$ cat config.mk
export PLATFORM = sky130hd
export DESIGN_NAME = dti_fifo_flat
export DESIGN_NICKNAME = d
export VERILOG_FILES = /design/src/rtl/dti_fifo_if.sv /design/src/rtl/dti_fifo.sv /design/src/flat_wrapper.sv
export SDC_FILE = /design/constraint.sdc
export NUM_CORES = 1
export LEC_CHECK = 0
export CORE_UTILIZATION = 33
export CTS_BUF_LIST = sky130_fd_sc_hd__clkbuf_4 sky130_fd_sc_hd__clkbuf_8 sky130_fd_sc_hd__clkbuf_16
export CTS_CLUSTER_DIAMETER = 60
export DETAILED_ROUTE_END_ITERATION = 16
export SLEW_MARGIN = 20
export SYNTH_ARGS = -nofsm -noshare
export SYNTH_HDL_FRONTEND = slang
export SYNTH_SLANG_ARGS = --single-unit
$ cat constraint.sdc
create_clock -name clk -period 10.4 [get_ports clk]
set_input_delay 1.04 -clock clk [delete_from_list [all_inputs] [get_ports clk]]
set_output_delay 1.04 -clock clk [all_outputs]
set_load 0.05 [all_outputs]
$ cat src/rtl/dti_fifo_if.sv
// dti: data/valid/ready channel between two DTI endpoints.
// producer drives data/valid and samples ready; consumer is the mirror.
interface dti #(
  parameter int W_DATA = 64
);
  logic [W_DATA-1:0] data;
  logic              valid;
  logic              ready;

  modport producer (
    output data,
    output valid,
    input  ready
  );

  modport consumer (
    input  data,
    input  valid,
    output ready
  );
endinterface

$ cat src/rtl/dti_fifo.sv
// dti_fifo: DEPTH-entry first-word-fall-through FIFO between DTI channels.
// Ports: clk, rst_n (async low), din (dti.consumer), dout (dti.producer),
// level (occupancy, only when DTI_FIFO_LEVEL_EN is defined).
module dti_fifo #(
  parameter int W_DATA = 64,
  parameter int DEPTH  = 4
) (
  input  logic clk,
  input  logic rst_n,
  dti.consumer din,
  dti.producer dout
`ifdef DTI_FIFO_LEVEL_EN
  ,
  output logic [$clog2(DEPTH):0] level
`endif
);

  localparam int AW = $clog2(DEPTH);

  generate
    if (DEPTH < 2 || (DEPTH & (DEPTH - 1)) != 0) begin : g_bad_depth
      $error("dti_fifo: DEPTH must be a power of two >= 2");
    end
  endgenerate

  logic [AW:0]       r_wp;
  logic [AW:0]       r_rp;
  logic [W_DATA-1:0] r_mem [DEPTH];

  logic w_empty;
  logic w_full;
  logic w_push;
  logic w_pop;

  // Extra MSB distinguishes full from empty
  // when the low pointer bits coincide.
  assign w_empty = (r_wp == r_rp);
  assign w_full  = (r_wp[AW-1:0] == r_rp[AW-1:0])
                && (r_wp[AW] != r_rp[AW]);

  assign w_push = din.valid && !w_full;
  assign w_pop  = dout.ready && !w_empty;

  assign din.ready  = !w_full;
  assign dout.valid = !w_empty;
  assign dout.data  = r_mem[r_rp[AW-1:0]];

  always_ff @(posedge clk or negedge rst_n) begin
    if (!rst_n) begin
      r_wp <= '0;
    end else if (w_push) begin
      r_wp <= r_wp + {{AW{1'b0}}, 1'b1};
    end
  end

  always_ff @(posedge clk or negedge rst_n) begin
    if (!rst_n) begin
      r_rp <= '0;
    end else if (w_pop) begin
      r_rp <= r_rp + {{AW{1'b0}}, 1'b1};
    end
  end

  // Storage is deliberately not reset.
  always_ff @(posedge clk) begin
    if (w_push) begin
      r_mem[r_wp[AW-1:0]] <= din.data;
    end
  end

`ifdef DTI_FIFO_LEVEL_EN
  assign level = r_wp - r_rp;
`endif

endmodule
$ cat src/flat_wrapper.sv
// flat-port wrapper written by rule: the top's interface ports become plain ports
module dti_fifo_flat 
#(
  parameter int W_DATA = 64,
  parameter int DEPTH  = 4
)
  (clk, rst_n, din_data, din_valid, din_ready, dout_data, dout_valid, dout_ready);
  dti #(.W_DATA(W_DATA)) din_i ();
  dti #(.W_DATA(W_DATA)) dout_i ();
  input  logic clk;
  input  logic rst_n;
  input wire logic [$bits(din_i.data)-1:0] din_data;
  input wire logic [$bits(din_i.valid)-1:0] din_valid;
  output wire logic [$bits(din_i.ready)-1:0] din_ready;
  output wire logic [$bits(dout_i.data)-1:0] dout_data;
  output wire logic [$bits(dout_i.valid)-1:0] dout_valid;
  input wire logic [$bits(dout_i.ready)-1:0] dout_ready;
  assign din_i.data = din_data;
  assign din_i.valid = din_valid;
  assign din_ready = din_i.ready;
  assign dout_data = dout_i.data;
  assign dout_valid = dout_i.valid;
  assign dout_i.ready = dout_ready;
  dti_fifo #(.W_DATA(W_DATA), .DEPTH(DEPTH)) u_core (.clk(clk), .rst_n(rst_n), .din(din_i), .dout(dout_i));
endmodule
# --- Yosys cells after proc, flatten, opt, wreduce, memory -nomap -nowiden ---
# Memories as Yosys holds them, arrays and structs flattened.
# Cells that the tools add are included.
word_totals:
  elab_cells: 15
  input_bits: 68
  ramBits: 256
  out_inout_bits: 66
  mem_count: 1
  register_bits: 6
mem_list:
  columns: ["memory", "words", "word_bits", "rd", "rd_clocked_by_memory_dff", "write_ports", "line_no", "rtl"]
  rows:
  - ["u_core.r_mem", 4, 64, 1, 0, 1, "dti_fifo.sv:28", "logic [W_DATA-1:0] r_mem [DEPTH];"]
classes:
  n_addsub: 2
  n_mux: 2
  reduce_logical: 5
  n_eq_ne: 3
op_table:
  columns: ["operator", "n"]
  rows:
  - ["adder 3 x 1 -> 3 bit, second input constant", 2]
  - ["== test 3 bit", 1]
  - ["logical AND 1 bit", 3]
  - ["== test 2 bit", 1]
  - ["logical NOT 1 bit", 2]
  - ["two-way mux 1 bit", 2]
  - ["!= test 1 bit", 1]

# --- Depth between registers and ports, before layout ---
logic_depth:
  depth_word: 6
  depth_mapped: 5

# --- Worst setup path before layout ---
# No wires, ideal clock.
synth_timing:
  path_type: "input-to-reg"
  from: "input din_valid"
  to: "memory u_core.r_mem[3][0] (enable)"
  n_path_buf: 0
  setup_slack_ns: 5.490
  cell_stages: 2
  arrival_time_ns: 4.382
  cell_sequence: "nand2_1 -> a31oi_1"
synth_via:
  elab_chain_cells: 3
synth_lines:
  columns: ["element", "line_no", "rtl"]
  rows:
  - ["start, declared", "flat_wrapper.sv:13", "input wire logic [$bits(din_i.valid)-1:0] din_valid;"]
  - ["logical AND 1 bit", "dti_fifo.sv:41", "assign w_push = din.valid && !w_full;"]
  - ["two-way mux 1 bit", "dti_fifo.sv:66", "if (w_push) begin"]
  - ["two-way mux 1 bit (implied by the code)", "dti_fifo.sv:67", "r_mem[r_wp[AW-1:0]] <= din.data;"]
  - ["end, declared", "dti_fifo.sv:28", null]
# Every way passes these cells.

# --- Final worst setup path ---
layout_timing:
  from: "register u_core.r_rp[0]"
  to: "output dout_data[22]"
layout_via:
  elab_chain_cells: 1
layout_lines:
  columns: ["element", "line_no", "rtl"]
  rows:
  - ["start, declared", "dti_fifo.sv:27", "logic [AW:0] r_rp;"]
  - ["start signal, assigned", "dti_fifo.sv:60", "r_rp <= r_rp + {{AW{1'b0}}, 1'b1};"]
  - ["memory read (4 x 64 bit)", null, null]
  - ["end, declared", "flat_wrapper.sv:15", "output wire logic [$bits(dout_i.data)-1:0] dout_data;"]
# Every way passes these cells.

==> out/metrics.json <==
{
  "drt-pass1-iter-count": {"value": 6},
  "cts_max_level": {"value": 1},
  "global_route.usage.total": {"value": 0.1248},
  "post_route_cells_drive_above_1_share": {"value": 0.2295},
  "regToRegEndpoint": {"value": "u_core.r_mem[2][49]"},
  "netlist_instances": {"value": 384},
  "mean_cell_area_of_the_mapped_netlist": {"value": 25.40, "unit": "um^2"},
  "gpl.final_weighted_congestion": {"value": 0.6857},
  "io-pin-count": {"value": 134},
  "cp-endpoint": {"value": "dout_data[22]"},
  "critical_path.max_fanout": {"value": 47},
  "grt_antenna_before_repair": {"value": 0},
  "cts_root_buffer": {"value": "clkbuf_16"},
  "setup_tns": {"value": 0, "unit": "ps"},
  "grt_first_pass_wirelength": {"value": 28830, "unit": "um"},
  "rr_worst_depth": {"value": 4},
  "die_h": {"value": 173.9, "unit": "um"},
  "mostFrequentLayoutCell": {"value": "edfxtp_1"},
  "ir_worst_vdd": {"value": 0.2039, "unit": "mV"},
  "most_frequent_cells_in_the_layout": {"value": "edfxtp_1, clkdlybuf4s50_1, mux4_2"},
  "final-hold-violation-count": {"value": 0},
  "max-slew-margin-rel": {"value": 0.3041},
  "tritoncts.num_buffers": {"value": 30},
  "cts_tree": {"value": "yes"},
  "critical_path_type": {"value": "reg -> out"},
  "critical_path_buf_inv_count": {"value": 2},
  "cp_startpoint_kind": {"value": "flip-flop"},
  "yosysUniqueCellTypes": {"value": 24},
  "synth_area": {"value": 9754, "unit": "um^2"},
  "yosys_register_bits": {"value": 262},
  "dr.first_iter.drc_count": {"value": 295},
  "clkLatencyLatePin": {"value": 530, "unit": "ps"},
  "cpPeakStageDelay": {"value": 860, "unit": "ps"},
  "worst_min_delay_path_class": {"value": "reg -> reg"},
  "category_of_cells_accounting_for_the_largest_share_of_critical_path_delay": {"value": "buffers and inverters"},
  "worst_hold_slack": {"value": 564.9, "unit": "ps"},
  "cp.arrival": {"value": 3510, "unit": "ps"},
  "detail_route.wirelength": {"value": 18470, "unit": "um"},
  "port_buffers": {"value": 133},
  "remaining_drc_errors": {"value": 0},
  "floorplan.rows": {"value": 62},
  "power.density": {"value": 331.3, "unit": "nW/um^2"},
  "placeable_core_region": {"value": 28860, "unit": "um^2"},
  "routed_via_density": {"value": 4.705},
  "cts-root-to-sink-buffers": {"value": 3},
  "post_dp_cell_area": {"value": 11450, "unit": "um^2"},
  "critical_path_required": {"value": 9360, "unit": "ps"},
  "outcome": {"value": "complete, no violations"},
  "finish.instance_area": {"value": 12520, "unit": "um^2"},
  "cp_num_cells": {"value": 3},
  "crit_start": {"value": "u_core.r_rp[0]"},
  "start_util": {"value": 0.3380},
  "synthesis.nets": {"value": 457},
  "ctsResizeCount": {"value": 0},
  "gr-total-overflow": {"value": 0},
  "crit_chain": {"value": "buf_4, mux4_2, clkdlybuf4s50_1"},
  "worstMarginPinSlew": {"value": 1044, "unit": "ps"},
  "die-area": {"value": 30250, "unit": "um^2"},
  "cp-end-kind": {"value": "output port"},
  "route.detailed.wl_per_inst": {"value": 19.53, "unit": "um"},
  "hpwl": {"value": 10130, "unit": "um"},
  "finalWorstPathRequiredPeriod": {"value": 4549, "unit": "ps"},
  "slew_viol_final": {"value": 0},
  "grt_pass1_vias": {"value": 5052},
  "cts.reportedPaths.clkPinSlew": {"value": 60, "unit": "ps"},
  "max_cap_violations": {"value": 0},
  "critical_path.slowest_cell": {"value": "buf_4"},
  "fin_crit_sh": {"value": 0.4374},
  "timing.reg2reg.setup_slack": {"value": 6670, "unit": "ps"},
  "ys_seq_area_frac": {"value": 0.8035},
  "n_antenna_cell": {"value": 0},
  "finalSetupViolations": {"value": 0},
  "power.static_leakage": {"value": 0.004012, "unit": "uW"},
  "cts_setup_buffers": {"value": 0},
  "max_clock_freq": {"value": 219.8, "unit": "MHz"},
  "cts.hold.buffers_added": {"value": 0},
  "setup_repair_after_global_routing_missed_its_margin": {"value": "no"},
  "number_of_nets_with_antenna_violations_after_routing": {"value": 0},
  "synth_warnings": {"value": 0},
  "areaGrowthSynthToFinish": {"value": 28.35, "unit": "%"},
  "grt_max_degree": {"value": 70},
  "dr_total_vias": {"value": 4451},
  "worst_clock_skew": {"value": 10.66, "unit": "ps"},
  "layout.nets": {"value": 611},
  "die_w": {"value": 173.9, "unit": "um"},
  "timing.rr.start": {"value": "u_core.r_rp[0]"},
  "cts.sinks": {"value": 262}
}
==> worst min-delay path by stage <==
stage                               from              to  slack [ps]  cells after the start
after floorplan           u_core.r_wp[2]  u_core.r_wp[2]         520                      1
after global placement    u_core.r_wp[2]  u_core.r_wp[2]         530                      1
after detailed placement  u_core.r_wp[2]  u_core.r_wp[2]         550                      1
after CTS                 u_core.r_wp[2]  u_core.r_wp[2]         570                      1
after global routing      u_core.r_wp[2]  u_core.r_wp[2]         580                      1
final                     u_core.r_wp[2]  u_core.r_wp[2]         560                      1
==> layer usage <==
metal  GRT usage  routed length (um)  vias to the layer above
met2      0.2125                9301                      125
li1            -                   -                     1952
met5           0                   0                        -
met3     0.03106                 992                       32
met1      0.1599                7797                     2342
met4     0.03070                 379                        0
==> sequential cells by signal, indices dropped and copies added (netlist names) <==
| name | count |
|---|---|
| u_core.r_rp | 3 |
| u_core.r_mem | 256 |
| u_core.r_wp | 3 |
==> per-stage QoR <==
stage / total power [uW] / setup slack [ps] / utilization / instances
after global placement: 3126 / 6302 / 0.3969 / 888
after floorplan: 2684 / 5490 / - / 384
after CTS: 4202 / 5693 / 0.4319 / 944
after detailed placement: 3151 / 6288 / 0.3969 / 888
final: 4148 / 5851 / 0.4338 / 946
after global routing: 4325 / 5503 / 0.4338 / 946
==> power breakdown <==
| group | internal (uW) | switching, uW |
|---|---|---|
| clock network | 636 | 400 |
| registers | 1410 | 96.2 |
| logic | 596 | 1010 |
| total | 2640 | 1510 |
==> worst register-to-register path: cells and delay by family (launching register included) <==
family          cells  cell delay (ps)
buf+inv             1              860
flops               1              720
simple gates        1              930
compound gates      1              450
xor+xnor            1              360
==> cell usage after synthesis <==
master    count  area (um^2)
o31ai_1       2        15.01
buf_2         5        25.02
buf_4         3        22.52
mux4_2       64         1441
nand2_1       1        3.750
xnor2_1       2        17.52
dfrtp_1       6        150.1
clkbuf_1      1        3.750
buf_1         1        3.750
a21oi_1       4        20.02
xor2_1        4        35.03
a211oi_1      2        15.01
nand2b_1      2        12.51
inv_1         5        18.77
xnor2_2       2        32.53
and2_1        4        25.02
nor2_1        1        3.750
a21o_1        1        7.510
edfxtp_1    256         7687
ha_1          5        62.56
buf_12        5        100.1
nand3_1       3        15.01
a31oi_1       4        25.02
buf_6         1        11.26
==> area by class of cell <==
cell class              count  area [um^2]
fillers                  2471        16340
flip-flops and latches    262         7845
multi-input cells         101         1754
repair buffers            138         1409
clock buffers              40        868.3
well taps                 384        480.5
clock inverters            16        143.9
inverters                   5        18.77
==> logic make-up after synthesis <==
logic type               after synthesis  share of synthesized area
AO/OA/AOI/OAI                         13                   0.008465
multiplexers                          64                     0.1478
XOR/XNOR                               8                   0.008722
adder cells (fa/ha/maj)                5                   0.006414
AND/OR/NAND/NOR                       11                   0.006155
buffers and inverters                 21                    0.01898
flip-flops                           262                     0.8035
No activity file was read; power rests on OpenSTA's default activity.
